`src/rtl/mm_lsu_pkg.sv`:
```
// Shared types for the memory-stage load/store unit: pipeline packets, FSM states,
// exception bit indices and the funct3 access-size decode.
package mm_lsu_pkg;

  localparam int unsigned XLEN_MAX = 64;

  localparam int unsigned MM_EXC_LOAD_MISALIGN  = 0;
  localparam int unsigned MM_EXC_STORE_MISALIGN = 1;
  localparam int unsigned MM_EXC_ILLEGAL_WIDTH  = 2;

  typedef struct packed {
    logic                ena;
    logic                write;
    logic [2:0]          funct3;
    logic [XLEN_MAX-1:0] addr;
    logic [XLEN_MAX-1:0] wdata;
  } mempack_t;

  typedef struct packed {
    logic [4:0]          rd;
    logic                rd_en;
    logic [XLEN_MAX-1:0] res;
  } regpack_t;

  typedef struct packed {
    logic mm_read;
  } decode_sign_t;

  typedef enum logic [1:0] {StIdle, StWait, StDone, StDrain} lsu_state_e;

  typedef struct packed {
    logic [1:0] size_log2;
    logic       is_signed;
  } size_dec_t;

  // B/H/W/D map onto funct3[1:0]; funct3[2] marks the unsigned load variants.
  function automatic size_dec_t decode_size(input logic [2:0] funct3);
    size_dec_t dec;
    dec.size_log2 = funct3[1:0];
    dec.is_signed = ~funct3[2];
    return dec;
  endfunction

endpackage

```
`src/rtl/mm_lsu_align.sv`:
```
// Read-data lane alignment: shifts the addressed bytes down to bit 0, truncates to the
// access size and sign- or zero-extends to XLEN.
module mm_lsu_align #(
  parameter int unsigned XLEN = 64,
  parameter int unsigned OFF  = $clog2(XLEN / 8)
) (
  input  logic [XLEN-1:0] rdata_i,
  input  logic [OFF-1:0]  off_i,
  input  logic [1:0]      size_log2_i,
  input  logic            sign_i,
  output logic [XLEN-1:0] result_o
);

  logic [XLEN-1:0] shifted;
  logic [XLEN-1:0] mask;
  logic            sign_bit;

  assign shifted = rdata_i >> {off_i, 3'b000};

  always_comb begin
    int bits;
    mask = '0;
    bits = 8 << size_log2_i;
    for (int i = 0; i < int'(XLEN); i++) begin
      mask[i] = (i < bits);
    end
  end

  always_comb begin
    sign_bit = 1'b0;
    unique case (size_log2_i)
      2'd0:    sign_bit = shifted[7];
      2'd1:    sign_bit = shifted[15];
      2'd2:    sign_bit = shifted[31];
      default: sign_bit = shifted[XLEN-1];
    endcase
  end

  assign result_o = (shifted & mask) | ((sign_i && sign_bit) ? ~mask : '0);

endmodule

```
`src/rtl/mm_lsu.sv`:
```
// Memory-stage load/store unit: drives a split address/data bus handshake, stalls the
// pipeline while an access is outstanding and drains responses of flushed accesses.
module mm_lsu
  import mm_lsu_pkg::*;
#(
  parameter int unsigned XLEN      = 64,
  parameter int unsigned ISSUE_NUM = 2
) (
  input  logic                              clk,
  input  logic                              rst_n,
  input  logic                              mm_valid,
  input  mempack_t                          mm_mempack,
  input  regpack_t     [ISSUE_NUM-1:0]      mm_get,
  input  decode_sign_t [ISSUE_NUM-1:0]      mm_decode_sign,
  input  logic                              flush,
  input  logic                              wb_stall,
  output regpack_t     [ISSUE_NUM-1:0]      mm_put,
  output logic                              mm_stall,
  output logic [2:0]                        mm_exc,
  output logic                              dbus_req,
  output logic                              dbus_we,
  output logic [XLEN-1:0]                   dbus_addr,
  output logic [XLEN/8-1:0]                 dbus_wstrb,
  output logic [XLEN-1:0]                   dbus_wdata,
  output logic [3:0]                        dbus_rlen,
  input  logic                              dbus_addr_ok,
  input  logic                              dbus_data_ok,
  input  logic [XLEN-1:0]                   dbus_rdata
);

  localparam int unsigned OFF = $clog2(XLEN / 8);
  localparam int unsigned NB  = XLEN / 8;

  lsu_state_e      state_q, state_d;
  logic [1:0]      size_q, size_d;
  logic            sign_q, sign_d;
  logic            we_q, we_d;
  logic [OFF-1:0]  off_q, off_d;
  logic [XLEN-1:0] rdata_q, rdata_d;

  size_dec_t       dec;
  logic [OFF-1:0]  off;
  logic            live;
  logic            access;
  logic            misaligned;
  logic            ill_width;
  logic [2:0]      exc_raw;
  logic [NB-1:0]   strb_base;
  logic [XLEN-1:0] wdata_rep;
  logic [XLEN-1:0] aligned;
  logic [63:0]     load_res64;

  assign dec    = decode_size(mm_mempack.funct3);
  assign off    = mm_mempack.addr[OFF-1:0];
  assign live   = mm_valid & mm_mempack.ena;
  assign access = live & ~flush;

  always_comb begin
    misaligned = 1'b0;
    unique case (dec.size_log2)
      2'd0:    misaligned = 1'b0;
      2'd1:    misaligned = off[0];
      2'd2:    misaligned = |off[1:0];
      default: misaligned = |off;
    endcase
  end

  // Doubleword and LWU do not exist on a 32-bit datapath.
  assign ill_width = (XLEN == 32) &&
                     ((mm_mempack.funct3 == 3'b011) ||
                      (!mm_mempack.write && mm_mempack.funct3 == 3'b110));

  always_comb begin
    exc_raw                        = '0;
    exc_raw[MM_EXC_LOAD_MISALIGN]  = misaligned & ~mm_mempack.write;
    exc_raw[MM_EXC_STORE_MISALIGN] = misaligned & mm_mempack.write;
    exc_raw[MM_EXC_ILLEGAL_WIDTH]  = ill_width;
  end

  assign mm_exc = live ? exc_raw : 3'b000;

  always_comb begin
    strb_base = '0;
    unique case (dec.size_log2)
      2'd0:    strb_base = NB'(1);
      2'd1:    strb_base = NB'(3);
      2'd2:    strb_base = NB'(15);
      default: strb_base = '1;
    endcase
  end

  always_comb begin
    wdata_rep = '0;
    unique case (dec.size_log2)
      2'd0:    wdata_rep = {(XLEN / 8){mm_mempack.wdata[7:0]}};
      2'd1:    wdata_rep = {(XLEN / 16){mm_mempack.wdata[15:0]}};
      2'd2:    wdata_rep = {(XLEN / 32){mm_mempack.wdata[31:0]}};
      default: wdata_rep = mm_mempack.wdata[XLEN-1:0];
    endcase
  end

  assign dbus_req   = (state_q == StIdle) & access & ~|exc_raw;
  assign dbus_we    = dbus_req & mm_mempack.write;
  assign dbus_addr  = mm_mempack.addr[XLEN-1:0];
  assign dbus_wstrb = dbus_we ? (strb_base << off) : '0;
  assign dbus_wdata = wdata_rep;
  assign dbus_rlen  = dbus_req ? (4'd1 << dec.size_log2) : 4'd0;

  mm_lsu_align #(
    .XLEN (XLEN),
    .OFF  (OFF)
  ) u_align (
    .rdata_i     (dbus_rdata),
    .off_i       (off_q),
    .size_log2_i (size_q),
    .sign_i      (sign_q),
    .result_o    (aligned)
  );

  always_comb begin
    state_d = state_q;
    size_d  = size_q;
    sign_d  = sign_q;
    we_d    = we_q;
    off_d   = off_q;
    rdata_d = rdata_q;
    unique case (state_q)
      StIdle: begin
        if (dbus_req && dbus_addr_ok) begin
          state_d = StWait;
          size_d  = dec.size_log2;
          sign_d  = dec.is_signed;
          we_d    = mm_mempack.write;
          off_d   = off;
        end
      end
      StWait: begin
        if (dbus_data_ok) begin
          state_d = flush ? StIdle : StDone;
          // Only loads update the result register; a killed load keeps the old value.
          if (!flush && !we_q) rdata_d = aligned;
        end else if (flush) begin
          state_d = StDrain;
        end
      end
      StDone: begin
        if (!wb_stall || flush) state_d = StIdle;
      end
      StDrain: begin
        if (dbus_data_ok) state_d = StIdle;
      end
      default: state_d = StIdle;
    endcase
  end

  always_ff @(posedge clk or negedge rst_n) begin
    if (!rst_n) begin
      state_q <= StIdle;
      size_q  <= '0;
      sign_q  <= 1'b0;
      we_q    <= 1'b0;
      off_q   <= '0;
      rdata_q <= '0;
    end else begin
      state_q <= state_d;
      size_q  <= size_d;
      sign_q  <= sign_d;
      we_q    <= we_d;
      off_q   <= off_d;
      rdata_q <= rdata_d;
    end
  end

  assign mm_stall = ((state_q == StIdle) & dbus_req) | (state_q == StWait) |
                    (state_q == StDrain);

  always_comb begin
    load_res64              = '0;
    load_res64[XLEN-1:0]    = rdata_q;
  end

  always_comb begin
    mm_put = mm_get;
    for (int i = 0; i < int'(ISSUE_NUM); i++) begin
      if (mm_decode_sign[i].mm_read) mm_put[i].res = load_res64;
    end
  end

endmodule

```
`config.mk`:
```
export PLATFORM = sky130hd
export DESIGN_NAME = mm_lsu
export DESIGN_NICKNAME = d
export VERILOG_FILES = /design/src/rtl/mm_lsu_pkg.sv /design/src/rtl/mm_lsu_align.sv /design/src/rtl/mm_lsu.sv
export SDC_FILE = /design/constraint.sdc
export NUM_CORES = 1
export LEC_CHECK = 0
export ABC_AREA = 1
export BUFFER_PORTS_ARGS = -buffer_cell sky130_fd_sc_hd__buf_4
export CAP_MARGIN = 40
export CORE_AREA = 2 2 247 249
export CTS_BUF_LIST = sky130_fd_sc_hd__clkbuf_16
export CTS_CLUSTER_DIAMETER = 50
export DETAILED_ROUTE_END_ITERATION = 12
export DIE_AREA = 0 0 249 251
export SKIP_CTS_REPAIR_TIMING = 1
export SLEW_MARGIN = 20
export SYNTH_ARGS = -nofsm -noshare
export SYNTH_HDL_FRONTEND = slang
export SYNTH_SLANG_ARGS = --single-unit
export TNS_END_PERCENT = 10
```
`constraint.sdc`:
```
create_clock -name clk -period 2.6 [get_ports clk]
set_input_delay 0.39 -clock clk [delete_from_list [all_inputs] [get_ports clk]]
set_output_delay 0.39 -clock clk [all_outputs]
set_load 0.03 [all_outputs]
```
**Yosys cells after proc, flatten, opt, wreduce, memory -nomap -nowiden**

Index checks and enable logic that the tools add are counted.

- $lt $le $gt $ge: 64
- Equal/unequal tests: 11
- Shift-type cells: 4
- Mux-type cells: 17
- Bitwise operators: 16
- Reduce and logical (&&, ||, !) cells: 17

Operators with widths:

| kind | count |
|---|---|
| $lt 7x32->1 const A | 32 |
| $lt 6x32->1 const A | 16 |
| $lt 5x32->1 const A | 8 |
| $mux 64 | 3 |
| $pmux 64 s3 | 1 |
| $lt 4x32->1 const A | 4 |
| $and 64x64->64 | 1 |
| $lt 3x32->1 const A | 2 |
| $not 64->64 | 1 |
| $or 64x64->64 | 1 |
| $shr 64x6->64 | 1 |
| $lt 1x32->1 const A | 1 |
| $lt 2x32->1 const A | 1 |
| $shl 4x2->32 const A | 1 |
| $pmux 8 s3 | 1 |
| $mux 2 | 7 |
| $and 1x1->1 | 8 |
| $eq 2x2->1 const B | 4 |
| $mux 8 | 1 |
| $pmux 2 s4 | 1 |
| $shl 8x3->8 | 1 |
| $eq 2x1->1 const B | 3 |
| $logic_not 2->1 | 3 |
| $pmux 1 s3 | 2 |
| other kinds (15) | 25 |

- Bits in registers: 73
- Input port bits: 346

**Logic depth before layout (Yosys ltp)**

Gate-level depths: netlist of run 1.

- Word-level depth: 9
- Mapped depth: 13
- Gate-level depth less buffers: 11

**Hierarchy**

Synthesis of run 1 repeated with hierarchy kept, for this count alone.

- Cells, all modules: 1094
- Area, all modules: 8320.5 µm²

Modules (own cells, without submodules):

| module | instances | cells an instance | area an instance (µm²) | sequential area each (µm²) |
|---|---|---|---|---|
| mm_lsu | 1 | 647 | 6239.7 | 1826.8 |
| mm_lsu_align | 1 | 447 | 2080.7 | 0.0 |

**Worst setup path before layout of run 1**

OpenSTA, ideal clock, no wires.

- Kind: input -> output
- From: input mm_mempack[129] (netlist bit)
- To: output dbus_wstrb[6]
- Data arrival time: 2.267 ns
- Required time: 2.210 ns
- Path slack: -0.057 ns
- Stages: 8
- Buffers on the path: 1
- Cells stage by stage: buf_2 -> inv_1 -> o21ai_1 -> nand3_2 -> nand2_2 -> nor2_2 -> inv_1 -> a221oi_1

- Longest elaborated chain between the ends: 8

Ends and longest elaborated chain:

| what | RTL line | text |
|---|---|---|
| start: declaration | mm_lsu.sv:12 | `input mempack_t mm_mempack,` |
| $eq 2x2->1, or another cell as far along | mm_lsu.sv:60 | `unique case (dec.size_log2)` |
| $pmux 1 s3 (*) | mm_lsu.sv:60 |  |
| $and 1x1->1 (on tied branches) | mm_lsu.sv:75, mm_lsu.sv:76 |  |
| $reduce_or 2->1 (*) | mm_lsu.sv:102 | `assign dbus_req = (state_q == StIdle) & access & ~\|exc_raw;` |
| $logic_not 1->1 (*) | mm_lsu.sv:102 |  |
| $and 1x1->1 (*) | mm_lsu.sv:102 |  |
| $and 1x1->1 (*) | mm_lsu.sv:103 | `assign dbus_we = dbus_req & mm_mempack.write;` |
| net dbus_we | mm_lsu.sv:21 | `output logic dbus_we,` |
| $mux 8 (*) | mm_lsu.sv:105 | `assign dbus_wstrb = dbus_we ? (strb_base << off) : '0;` |
| end: declaration | mm_lsu.sv:23 | `output logic [XLEN/8-1:0] dbus_wstrb,` |

Mark *: on every way through the listed nets, which the timed path passes. The rest lies on a longest branch.

**Worst setup path in the final report of run 1**

- From: register state_q[1]
- To: output dbus_wstrb[5]

- Longest elaborated chain between the ends: 5

Ends and longest elaborated chain:

| what | RTL line | text |
|---|---|---|
| start: declaration | mm_lsu.sv:34 | `lsu_state_e state_q, state_d;` |
| start signal: assignment | mm_lsu.sv:158 | `state_q <= StIdle;` |
| start signal: assignment | mm_lsu.sv:165 | `state_q <= state_d;` |
| $logic_not 2->1 | mm_lsu.sv:102 |  |
| $and 1x1->1 (2 in a row) | mm_lsu.sv:102 |  |
| $and 1x1->1 | mm_lsu.sv:103 |  |
| $mux 8 | mm_lsu.sv:105 |  |

No other way between the ends.

==> results of run 1 <==
## report_power, final
part	switching [mW]	internal, mW	leakage (nW)
sequential	0.295	1.68	0.877
combinational	5.09	2.46	5.34
clock	0.573	0.664	0.135
## cell usage in the layout, fill, tap and decap left out, types with 9 or more instances in the layout
master     Yosys  routed
clkbuf_16      0       9
nor2_1       188     188
dfrtp_1       73      71
a21oi_1      196     196
o211ai_1      16      16
o21ai_0      105     105
buf_4         93     511
nand2_1      313     313
nand3_1       49      49
inv_1        161     161
a22oi_2       16      16
## worst max-delay path: cells and delay by family (launching register included)
| family | cells | cell delay [ns] |
|---|---|---|
| AND/OR/NAND/NOR | 5 | 0.73 |
| flip-flops | 1 | 0.40 |
| buffers and inverters | 2 | 0.32 |
| AO/OA/AOI/OAI | 1 | 0.18 |
## path summary, 6_finish.rpt
check                                           startpoint                    endpoint  slack, ns  cells after the start
worst max-delay path                state_q[1]$_DFFE_PN0P_               dbus_wstrb[5]       0.22                      8
worst min-delay path                                 rst_n  load_res64[47]$_DFFE_PN0P_       0.05                      1
worst max register to register        off_q[0]$_DFFE_PN0P_  load_res64[47]$_DFFE_PN0P_       0.46                     12
worst min register to register  load_res64[39]$_DFFE_PN0P_  load_res64[39]$_DFFE_PN0P_       0.49                      2
max in group asynchronous                            rst_n  load_res64[23]$_DFFE_PN0P_       1.89                      2
min in group clk                           mm_mempack[130]          sign_q$_DFFE_PN0P_       0.22                      2
## per-stage QoR
step	hold WS [ns]	instance area, sq um
2_1_floorplan	0.0944	7980
3_3_place_gp	0.430	11900
3_5_place_dp	0.435	11900
4_1_cts	0.0555	12100
5_1_grt	0.0789	12200
6_report	0.0521	12200
## cells by family after synthesis
group / after synthesis / synth area share
and+or+nand+nor: 578 / 0.293
AOI/OAI and AO/OA: 368 / 0.260
buffers and inverters: 345 / 0.212
DFF: 73 / 0.229
muxes: 4 / 0.00533
other: 1 / 0.000470
## layout make-up
type / count / area, sq um
diodes: 8 / 20.0
clock buffers: 9 / 225
clock inverters: 7 / 61.3
fillers: 6934 / 47600
inverters: 168 / 632
multi-input cells: 951 / 4470
flip-flops and latches: 73 / 1830
well taps: 782 / 978
repair buffers: 517 / 3960
## registers in the layout (all words and copies together), names as in the netlist
name / count
load_res64: 64
off_q: 3
sign_q: 1
size_q: 2
state_q: 2
we_q: 1
## per-layer routing
metal  vias to the layer above  global-route usage
met5                         -                   0
met4                        22              0.0639
met3                       100              0.0584
met2                       615               0.305
met1                      4623               0.155
li1                       5032                   -
==> metrics.csv, run 1 <==
stage,metric,value,unit
status,outcome,"complete, no violations",
setup_path,CP cell instances,inv_1 > nand2_1 > nor3_1 > nand2_2 > nor2_4 > nand2_1 > a22oi_1 > buf_4,
finish,Non-Filler Instances,2515,
setup_path,Worst setup EP type,output port,
timing,Slew @ Worst Pin,0.629,ns
setup_path,Critical Path RT,2.21,ns
drt,DRC,0,
setup_path,Worst path max stage delay,0.40,ns
finish,share of layout cells above drive strength 1,0.336,
synthesis,Synth top cells by count,"313 x nand2_1, 196 x a21oi_1, 188 x nor2_1, 161 x inv_1, 105 x o21ai_0",
setup_path,"most used cell, CP",nand2_1,
pwr,total power,10.8,mW
drt,met2 WL post-DR,27200,microns
synthesis,most frequent cell after synthesis,nand2_1,
clock_network,worst-skew pair later-pin latency,0.35,ns
drt,wire length per cell,20.7,microns
grt,global-route wire length before repair,71400,microns
setup_path,Setup CP Type,flop to output port,
drt,DR vias/cell,4.13,
grt,Total GRT Usage,0.160,
synthesis,most area-consuming cells after synthesis,"dfrtp_1 23%, nand2_1 15%, a21oi_1 12%",
timing,total negative slack,0,ns
drt,initial drt markers,1051,
floorplanning,core outline area,59800,sq um
drt,M1 WL,17500,microns
clock_network,Bufs on Longest Clock Path,2,
finish,Final #Nets,2066,
timing,worst relative slew slack,0.576,
timing,fmax,421,MHz
drt,DRT antenna net count,0,
floorplanning,I/O pin count,632,
synthesis,top cell type's share of synthesized area,0.229,
drt,total wire length,52000,microns
pwr,VDD IR max,570,uV
setup_path,crit path DAT,1.99,ns
timing,setup violators final,0,
drt,DR top layer,met5,
clock_network,"CTS clk-pin slew, worst paths",0.07,ns
synthesis,Syn. warnings,0,
timing,Clock Skew,0.00719,ns
place,GPL Wtd Cong,0.971,
drt,Vias,10400,
timing,max-slew violations,0,
setup_path,slowest CP cell,dfrtp_1,
synthesis,Syn Area/Cell,5.83,sq um
place,port bufs,484,
floorplanning,Die Ht,251,microns
synthesis,Mapped Area,7980,sq um
timing,RSZ-0062 raised after global routing,no,
finish,Synth-to-Final Area Change,52.6,%
setup_path,"Max FO, Critical Path",7,
synthesis,Post-Syn Instances,1369,
grt,gr ovfl total,0,
floorplanning,die width,249,microns
finish,Util after Layout,0.204,
job,Max Cap Viol,0,
drt,DRT Pass-1 Iters,5,
setup_path,startpoint types,flop,
pwr,Static Leakage,6.35,nW
place,placed cell count,2491,
synthesis,"Seq/Total Area, Yosys",0.229,
grt,pin count of the biggest net entering global routing,95,
synthesis,Yosys cell types,38,
drt,met3 WL,4950,microns
clock_network,CTS Sinks,73,
place,pre-CTS WS,0.383,ns
clock_network,CTS Buf Count,9,
synthesis,Post-synth EDFFs,0,
synthesis,largest area contributor in the netlist,dfrtp_1,
grt,vias in the first global route,9871,
floorplanning,Starting Density,0.133,
floorplanning,# rows,90,
timing,min cycle time layout,2.38,ns
floorplanning,die area,62500,sq um
clock_network,CTS tree,yes,
hold_path,Hold Crit Class,input pin to asynchronous set/reset pin,
synthesis,syn_nets,1715,
place,HPWL after DPL,44800,microns
clock_network,H-tree depth,3,
timing,final worst path period share,0.914,
grt,initial antenna violation count,23,
synthesis,#FFs+latches synth,73,
synthesis,main flop type after synthesis,dfrtp_1,
timing,setup slack after layout,0.223,ns
clock_network,Root Buffer,clkbuf_16,
timing,endpoints failing hold,0,
synthesis,fraction of registers with async set/reset,1.00,
pwr,PwrDens,884,nW/um^2
(Power assumes the default switching activity.)
==> run 2: changes to the inputs <==
--- a/config.mk
+++ b/config.mk
@@ -8,11 +8,11 @@
 export ABC_AREA = 1
 export BUFFER_PORTS_ARGS = -buffer_cell sky130_fd_sc_hd__buf_4
 export CAP_MARGIN = 40
-export CORE_AREA = 2 2 247 249
+export CORE_AREA = 2 2 242 244
 export CTS_BUF_LIST = sky130_fd_sc_hd__clkbuf_16
 export CTS_CLUSTER_DIAMETER = 50
 export DETAILED_ROUTE_END_ITERATION = 12
-export DIE_AREA = 0 0 249 251
+export DIE_AREA = 0 0 244 246
 export SKIP_CTS_REPAIR_TIMING = 1
 export SLEW_MARGIN = 20
 export SYNTH_ARGS = -nofsm -noshare
==> metrics.csv, run 2 (synthesis results as in run 1) <==
stage,metric,value,unit,change
setup_path,Reg2Reg Setup Slack,0.43,ns,was 0.46 ns
drt,M1 WL,16400,microns,"was 17,500 microns"
pwr,PwrDens,871,nW/um^2,was 884 nW/um^2
timing,max-slew violations,0,,unchanged
setup_path,Worst setup EP type,output port,,unchanged
pwr,VDD IR max,424,uV,was 570 uV
finish,number of flip-flops under the largest register name,64,,unchanged
timing,worst hold slack,-0.00582,ns,was 0.0521 ns
drt,DR vias/cell,4.12,,was 4.13
timing,endpoints failing hold,9,,was 0
drt,met3 WL,5160,microns,was 4950 microns
place,pre-CTS WS,0.262,ns,was 0.383 ns
floorplanning,I/O pin count,632,,unchanged
clock_network,"CTS clk-pin slew, worst paths",0.06,ns,was 0.07 ns
clock_network,worst-skew pair later-pin latency,0.34,ns,was 0.35 ns
timing,fmax,416,MHz,was 421 MHz
timing,final worst path period share,0.924,,was 0.914
timing,RSZ-0062 raised after global routing,no,,unchanged
setup_path,slowest CP cell,dfrtp_1,,unchanged
clock_network,H-tree depth,3,,unchanged
setup_path,crit path DAT,2.01,ns,was 1.99 ns
finish,"most common cell after layout, fill and taps aside",buf_4,,unchanged
drt,wire length per cell,20.0,microns,was 20.7 microns
drt,DRC,0,,unchanged
floorplanning,die area,60000,sq um,"was 62,500 sq um"
grt,Total GRT Usage,0.158,,was 0.160
timing,setup violators final,0,,unchanged
finish,Final #Nets,2064,,"was 2,066"
clock_network,Root Buffer,clkbuf_16,,unchanged
finish,fill count,6641,,"was 6,934"
setup_path,Worst path max stage delay,0.41,ns,was 0.40 ns
grt,gr ovfl total,0,,unchanged
setup_path,Critical Path RT,2.21,ns,about the same
timing,Slew @ Worst Pin,0.761,ns,was 0.629 ns
timing,total negative slack,0,ns,unchanged
setup_path,startpoint types,flop,,unchanged
place,GPL Wtd Cong,0.904,,was 0.971
drt,initial drt markers,727,,"was 1,051"
drt,DRT antenna net count,0,,unchanged
grt,initial antenna violation count,29,,was 23
status,violated checks,hold timing,,
pwr,Static Leakage,6.34,nW,was 6.35 nW
finish,Synth-to-Final Area Change,52.1,%,was 52.6%
place,port bufs,484,,unchanged
grt,vias in the first global route,9626,,"was 9,871"
timing,Clock Skew,0.00665,ns,was 0.00719 ns
timing,worst relative slew slack,0.493,,was 0.576
setup_path,CP cell instances,inv_1 > nand2_1 > nor3_1 > nand2_2 > nor2_2 > nand2_1 > nor3_1 > buf_4,,was inv_1 > nand2_1 > nor3_1 > nand2_2 > nor2_4 > nand2_1 > a22oi_1 > buf_4
pwr,total power,10.6,mW,was 10.8 mW
finish,most frequent cells in the layout,"508 x buf_4, 313 x nand2_1, 196 x a21oi_1, 188 x nor2_1, 162 x inv_1",,"was 511 x buf_4, 313 x nand2_1, 196 x a21oi_1, 188 x nor2_1, 161 x inv_1"
clock_network,CTS Sinks,73,,unchanged
clock_network,CTS Buf Count,9,,unchanged
clock_network,Bufs on Longest Clock Path,2,,unchanged
floorplanning,die width,244,microns,was 249 microns
setup_path,Setup CP Type,flop to output port,,unchanged
timing,min cycle time layout,2.40,ns,was 2.38 ns
job,Max Cap Viol,0,,unchanged
drt,DR top layer,met5,,unchanged
floorplanning,# rows,88,,was 90
finish,Util after Layout,0.212,,was 0.204
drt,met2 WL post-DR,26700,microns,"was 27,200 microns"
finish,share of layout cells above drive strength 1,0.335,,was 0.336
floorplanning,Die Ht,246,microns,was 251 microns
status,outcome,"complete, but fails checks",,"was complete, no violations"
clock_network,CTS tree,yes,,unchanged
floorplanning,core outline area,57400,sq um,"was 59,800 sq um"
floorplanning,Starting Density,0.139,,was 0.133
hold_path,Hold Crit Class,input pin to asynchronous set/reset pin,,unchanged
place,HPWL after DPL,43000,microns,"was 44,800 microns"
setup_path,"Max FO, Critical Path",5,,was 7
drt,DRT Pass-1 Iters,5,,unchanged
drt,Vias,10300,,"was 10,400"
grt,pin count of the biggest net entering global routing,69,,was 95
grt,global-route wire length before repair,67700,microns,"was 71,400 microns"
timing,setup slack after layout,0.199,ns,was 0.223 ns
drt,total wire length,49900,microns,"was 52,000 microns"
-- run 2: final timing paths --
| check | cells after the start | endpoint | start |
|---|---|---|---|
| max in group asynchronous | 2 | load_res64[51]$_DFFE_PN0P_ | rst_n |
| max | 8 | dbus_wstrb[0] | state_q[1]$_DFFE_PN0P_ |
| min | 1 | load_res64[34]$_DFFE_PN0P_ | rst_n |
| min reg2reg | 2 | load_res64[34]$_DFFE_PN0P_ | load_res64[34]$_DFFE_PN0P_ |
| max reg2reg | 6 | load_res64[19]$_DFFE_PN0P_ | off_q[1]$_DFFE_PN0P_ |
| min in group clk | 2 | sign_q$_DFFE_PN0P_ | mm_mempack[130] |
-- run 2: cell type report --
class,instances,area [sq um],area share
antenna,10,25.0,0.00206
inverter,168,632,0.0521
sequential,73,1830,0.151
timing repair buffer,515,3950,0.326
clock inverter,7,46.3,0.00382
tap,765,957,0.0789
multi-input combinational,951,4460,0.368
clock buffer,9,225,0.0186
-- run 2: where the power goes --
part | total [mW] | internal [mW] | switching (mW)
Combinational | 7.42 | 2.43 | 4.99
Sequential | 1.98 | 1.68 | 0.298
Clock | 1.17 | 0.644 | 0.522
-- run 2: layer usage --
layer  up-vias  GRT usage
met1      4605      0.151
met2       527      0.302
met3        86     0.0669
met4        34     0.0554
met5         -          0
li1       5031          -
-- run 2: worst max-delay path: cells and delay by family (launching register included) --
family / cells / cell delay, ns
AND/OR/NAND/NOR: 6 / 0.90
flip-flops: 1 / 0.41
buffers and inverters: 2 / 0.36
-- run 2: stage by stage --
step	instances	instance area, sq um
after floorplan	1369	7980
after global placement	2472	11800
after detailed placement	2472	11800
after CTS	2488	12100
after global routing	2495	12100
final	2498	12100
==> run 3: changes to the inputs <==
--- a/config.mk
+++ b/config.mk
@@ -5,14 +5,14 @@
 export SDC_FILE = /design/constraint.sdc
 export NUM_CORES = 1
 export LEC_CHECK = 0
-export ABC_AREA = 1
+export ABC_AREA = 0
 export BUFFER_PORTS_ARGS = -buffer_cell sky130_fd_sc_hd__buf_4
 export CAP_MARGIN = 40
-export CORE_AREA = 2 2 242 244
+export CORE_AREA = 2 2 247 249
 export CTS_BUF_LIST = sky130_fd_sc_hd__clkbuf_16
 export CTS_CLUSTER_DIAMETER = 50
 export DETAILED_ROUTE_END_ITERATION = 12
-export DIE_AREA = 0 0 244 246
+export DIE_AREA = 0 0 249 251
 export SKIP_CTS_REPAIR_TIMING = 1
 export SLEW_MARGIN = 20
 export SYNTH_ARGS = -nofsm -noshare
==> metrics.csv, run 3 <==
stage,metric,value,unit,change
status,outcome,"complete, but fails checks",,unchanged
status,violated checks,"DRC, setup timing",,was hold timing
place,pre-CTS WS,0.0831,ns,was 0.262 ns
floorplanning,core outline area,59800,sq um,"was 57,400 sq um"
setup_path,CP cell instances,or3_4 > a2111oi_4 > nand2_4 > buf_4 > a221oi_2 > buf_4,,was inv_1 > nand2_1 > nor3_1 > nand2_2 > nor2_2 > nand2_1 > nor3_1 > buf_4
floorplanning,die area,62500,sq um,"was 60,000 sq um"
timing,worst relative slew slack,0.545,,was 0.493
timing,Slew @ Worst Pin,0.682,ns,was 0.761 ns
grt,global-route wire length before repair,64900,microns,"was 67,700 microns"
pwr,PwrDens,575,nW/um^2,was 871 nW/um^2
synthesis,most frequent cell after synthesis,mux2_2,,was nand2_1
clock_network,CTS Buf Count,9,,unchanged
timing,setup slack after layout,-0.0307,ns,was 0.199 ns
synthesis,Post-synth EDFFs,0,,unchanged
synthesis,largest area contributor in the netlist,mux2_2,,was dfrtp_1
finish,Util after Layout,0.205,,was 0.212
setup_path,reg2reg path depth,6,,unchanged
timing,endpoints failing hold,0,,was 9
drt,initial drt markers,405,,was 727
grt,initial antenna violation count,13,,was 29
synthesis,top cell type's share of synthesized area,0.264,,was 0.229
floorplanning,I/O pin count,632,,unchanged
synthesis,fraction of registers with async set/reset,1.00,,unchanged
place,GPL Wtd Cong,0.870,,was 0.904
pwr,P_int,3.92,mW,was 4.75 mW
clock_network,worst-skew pair later-pin latency,0.35,ns,was 0.34 ns
setup_path,"CP delay by family, top",simple AND/OR/NAND/NOR gates,,unchanged
finish,Final Cell Area,12200,sq um,"was 12,100 sq um"
clock_network,Root Buffer,clkbuf_16,,unchanged
timing,total negative slack,-0.0307,ns,was 0 ns
timing,RSZ-0062 raised after global routing,yes,,was no
setup_path,Critical Path RT,2.21,ns,about the same
setup_path,WP buf/inv,2,,unchanged
pwr,switching part of the total power,0.443,,was 0.550
finish,Synth-to-Final Area Change,56.9,%,was 52.1%
drt,DRT Pass-1 Iters,9,,was 5
synthesis,Mapped Area,7800,sq um,was 7980 sq um
finish,"most common cell after layout, fill and taps aside",buf_4,,unchanged
place,Post-DP Area,11900,sq um,"was 11,800 sq um"
synthesis,most area-consuming cells after synthesis,"mux2_2 26%, dfrtp_1 23%, buf_4 8.3%",,"was dfrtp_1 23%, nand2_1 15%, a21oi_1 12%"
place,HPWL after DPL,41000,microns,"was 43,000 microns"
floorplanning,die width,249,microns,was 244 microns
pwr,VDD IR max,305,uV,was 424 uV
drt,DRT antenna net count,0,,unchanged
clock_network,Bufs on Longest Clock Path,2,,unchanged
timing,final worst path period share,1.01,,was 0.924
drt,total wire length,47900,microns,"was 49,900 microns"
job,Max Cap Viol,0,,unchanged
drt,DR vias/cell,4.20,,was 4.12
clock_network,"CTS clk-pin slew, worst paths",0.06,ns,about the same
drt,DRC,1,,was 0
finish,number of flip-flops under the largest register name,64,,unchanged
floorplanning,Starting Density,0.130,,was 0.139
setup_path,"most used cell, CP",buf_4,,
synthesis,main flop type after synthesis,dfrtp_1,,unchanged
setup_path,Worst setup EP type,output port,,unchanged
synthesis,syn_nets,1144,,"was 1,715"
synthesis,#FFs+latches synth,73,,unchanged
timing,Clock Skew,0.00891,ns,was 0.00665 ns
setup_path,slowest CP cell,or3_4,,was dfrtp_1
grt,pin count of the biggest net entering global routing,71,,was 69
floorplanning,Die Ht,251,microns,was 246 microns
synthesis,"Seq/Total Area, Yosys",0.234,,was 0.229
setup_path,"Max FO, Critical Path",7,,was 5
timing,max-slew violations,0,,unchanged
setup_path,startpoint types,flop,,unchanged
clock_network,CTS tree,yes,,unchanged
timing,min cycle time layout,2.63,ns,was 2.40 ns
drt,Vias,8261,,"was 10,300"
grt,vias in the first global route,8286,,"was 9,626"
place,port bufs,484,,unchanged
synthesis,Post-Syn Instances,798,,"was 1,369"
setup_path,crit path DAT,2.24,ns,was 2.01 ns
setup_path,Setup CP Type,flop to output port,,unchanged
finish,share of layout cells above drive strength 1,0.645,,was 0.335
clock_network,CTS Sinks,73,,unchanged
finish,most frequent cells in the layout,"515 x buf_4, 183 x mux2_2, 71 x dfrtp_1, 57 x mux2i_1, 52 x nand2_1",,"was 508 x buf_4, 313 x nand2_1, 196 x a21oi_1, 188 x nor2_1, 162 x inv_1"
pwr,Static Leakage,5.73,nW,was 6.34 nW
pwr,Switch Pwr,3.11,mW,was 5.81 mW
setup_path,Worst path max stage delay,0.41,ns,about the same
pwr,Reg power frac,0.245,,was 0.187
setup_path,stages on the worst setup path,6,,was 8
finish,Final #Nets,1525,,"was 2,064"
synthesis,Yosys cell types,53,,was 38
timing,setup violators final,1,,was 0
timing,fmax,380,MHz,was 416 MHz
pwr,clock share of power,0.179,,was 0.110
drt,wire length per cell,24.4,microns,was 20.0 microns
synthesis,Synth top cells by count,"183 x mux2_2, 86 x buf_4, 73 x dfrtp_1, 57 x mux2i_1, 53 x nand2_1",,"was 313 x nand2_1, 196 x a21oi_1, 188 x nor2_1, 161 x inv_1, 105 x o21ai_0"
grt,Total GRT Usage,0.147,,was 0.158
clock_network,H-tree depth,3,,unchanged
floorplanning,# rows,90,,was 88
grt,gr ovfl total,0,,unchanged
synthesis,Syn. warnings,0,,unchanged
hold_path,Hold Crit Class,input pin to asynchronous set/reset pin,,unchanged
synthesis,Syn Area/Cell,9.77,sq um,was 5.83 sq um
pwr,Combinational Power Share,0.576,,was 0.702
## run 3: path summary, 6_finish.rpt
kind	slack, ns	to	start
hold / removal	0.006	load_res64[33]$_DFFE_PN0P_	rst_n
hold reg to reg	0.53	we_q$_DFFE_PN0P_	we_q$_DFFE_PN0P_
min in group clk	0.24	sign_q$_DFFE_PN0P_	mm_mempack[130]
setup / recovery	-0.03	dbus_wstrb[7]	state_q[1]$_DFFE_PN0P_
max in group asynchronous	1.99	off_q[1]$_DFFE_PN0P_	rst_n
setup reg to reg	0.11	load_res64[32]$_DFFE_PN0P_	off_q[1]$_DFFE_PN0P_
## run 3: kinds of logic (layout without fill, tap and decap cells)
family          after synthesis  after routing  share of synthesized area
mux                         262            262                      0.401
buf+inv                     173            558                      0.131
compound gates              162            162                      0.158
simple gates                127            127                     0.0751
flops                        73             73                      0.234
other cells                   1              2                   0.000481
## run 3: metal layers
metal / up-vias / track usage / routed length [microns]
met5: - / 0 / 51
met3: 63 / 0.0402 / 3540
met1: 4061 / 0.145 / 16300
met4: 8 / 0.0416 / 1490
li1: 3675 / - / -
met2: 454 / 0.294 / 26500
## run 3: power by group through the flow
stage	Clock, mW	Sequential, mW	Combinational, mW
after CTS	1.32	1.77	4.08
after global placement	0	1.79	4.01
after detailed placement	0	1.79	4.07
after global routing	1.36	1.78	4.30
final	1.26	1.73	4.05
after floorplan	0	1.49	2.81
## run 3: stage by stage
stage | cells | hold slack, ns | power, mW
4_1_cts | 1964 | 0.0211 | 7.17
3_3_place_gp | 1948 | 0.388 | 5.80
3_5_place_dp | 1949 | 0.410 | 5.86
2_1_floorplan | 798 | 0.0944 | 4.30
5_1_grt | 1966 | 0.0298 | 7.43
6_report | 1966 | 0.00556 | 7.03
## run 3: final cells by class
cell class / instances / area [sq um]
fillers: 6538 / 47600
multi-input cells: 552 / 5050
repair buffers: 522 / 4010
flip-flops and latches: 73 / 1830
well taps: 782 / 978
clock buffers: 9 / 225
inverters: 21 / 78.8
clock inverters: 6 / 60.1
diodes: 1 / 2.50
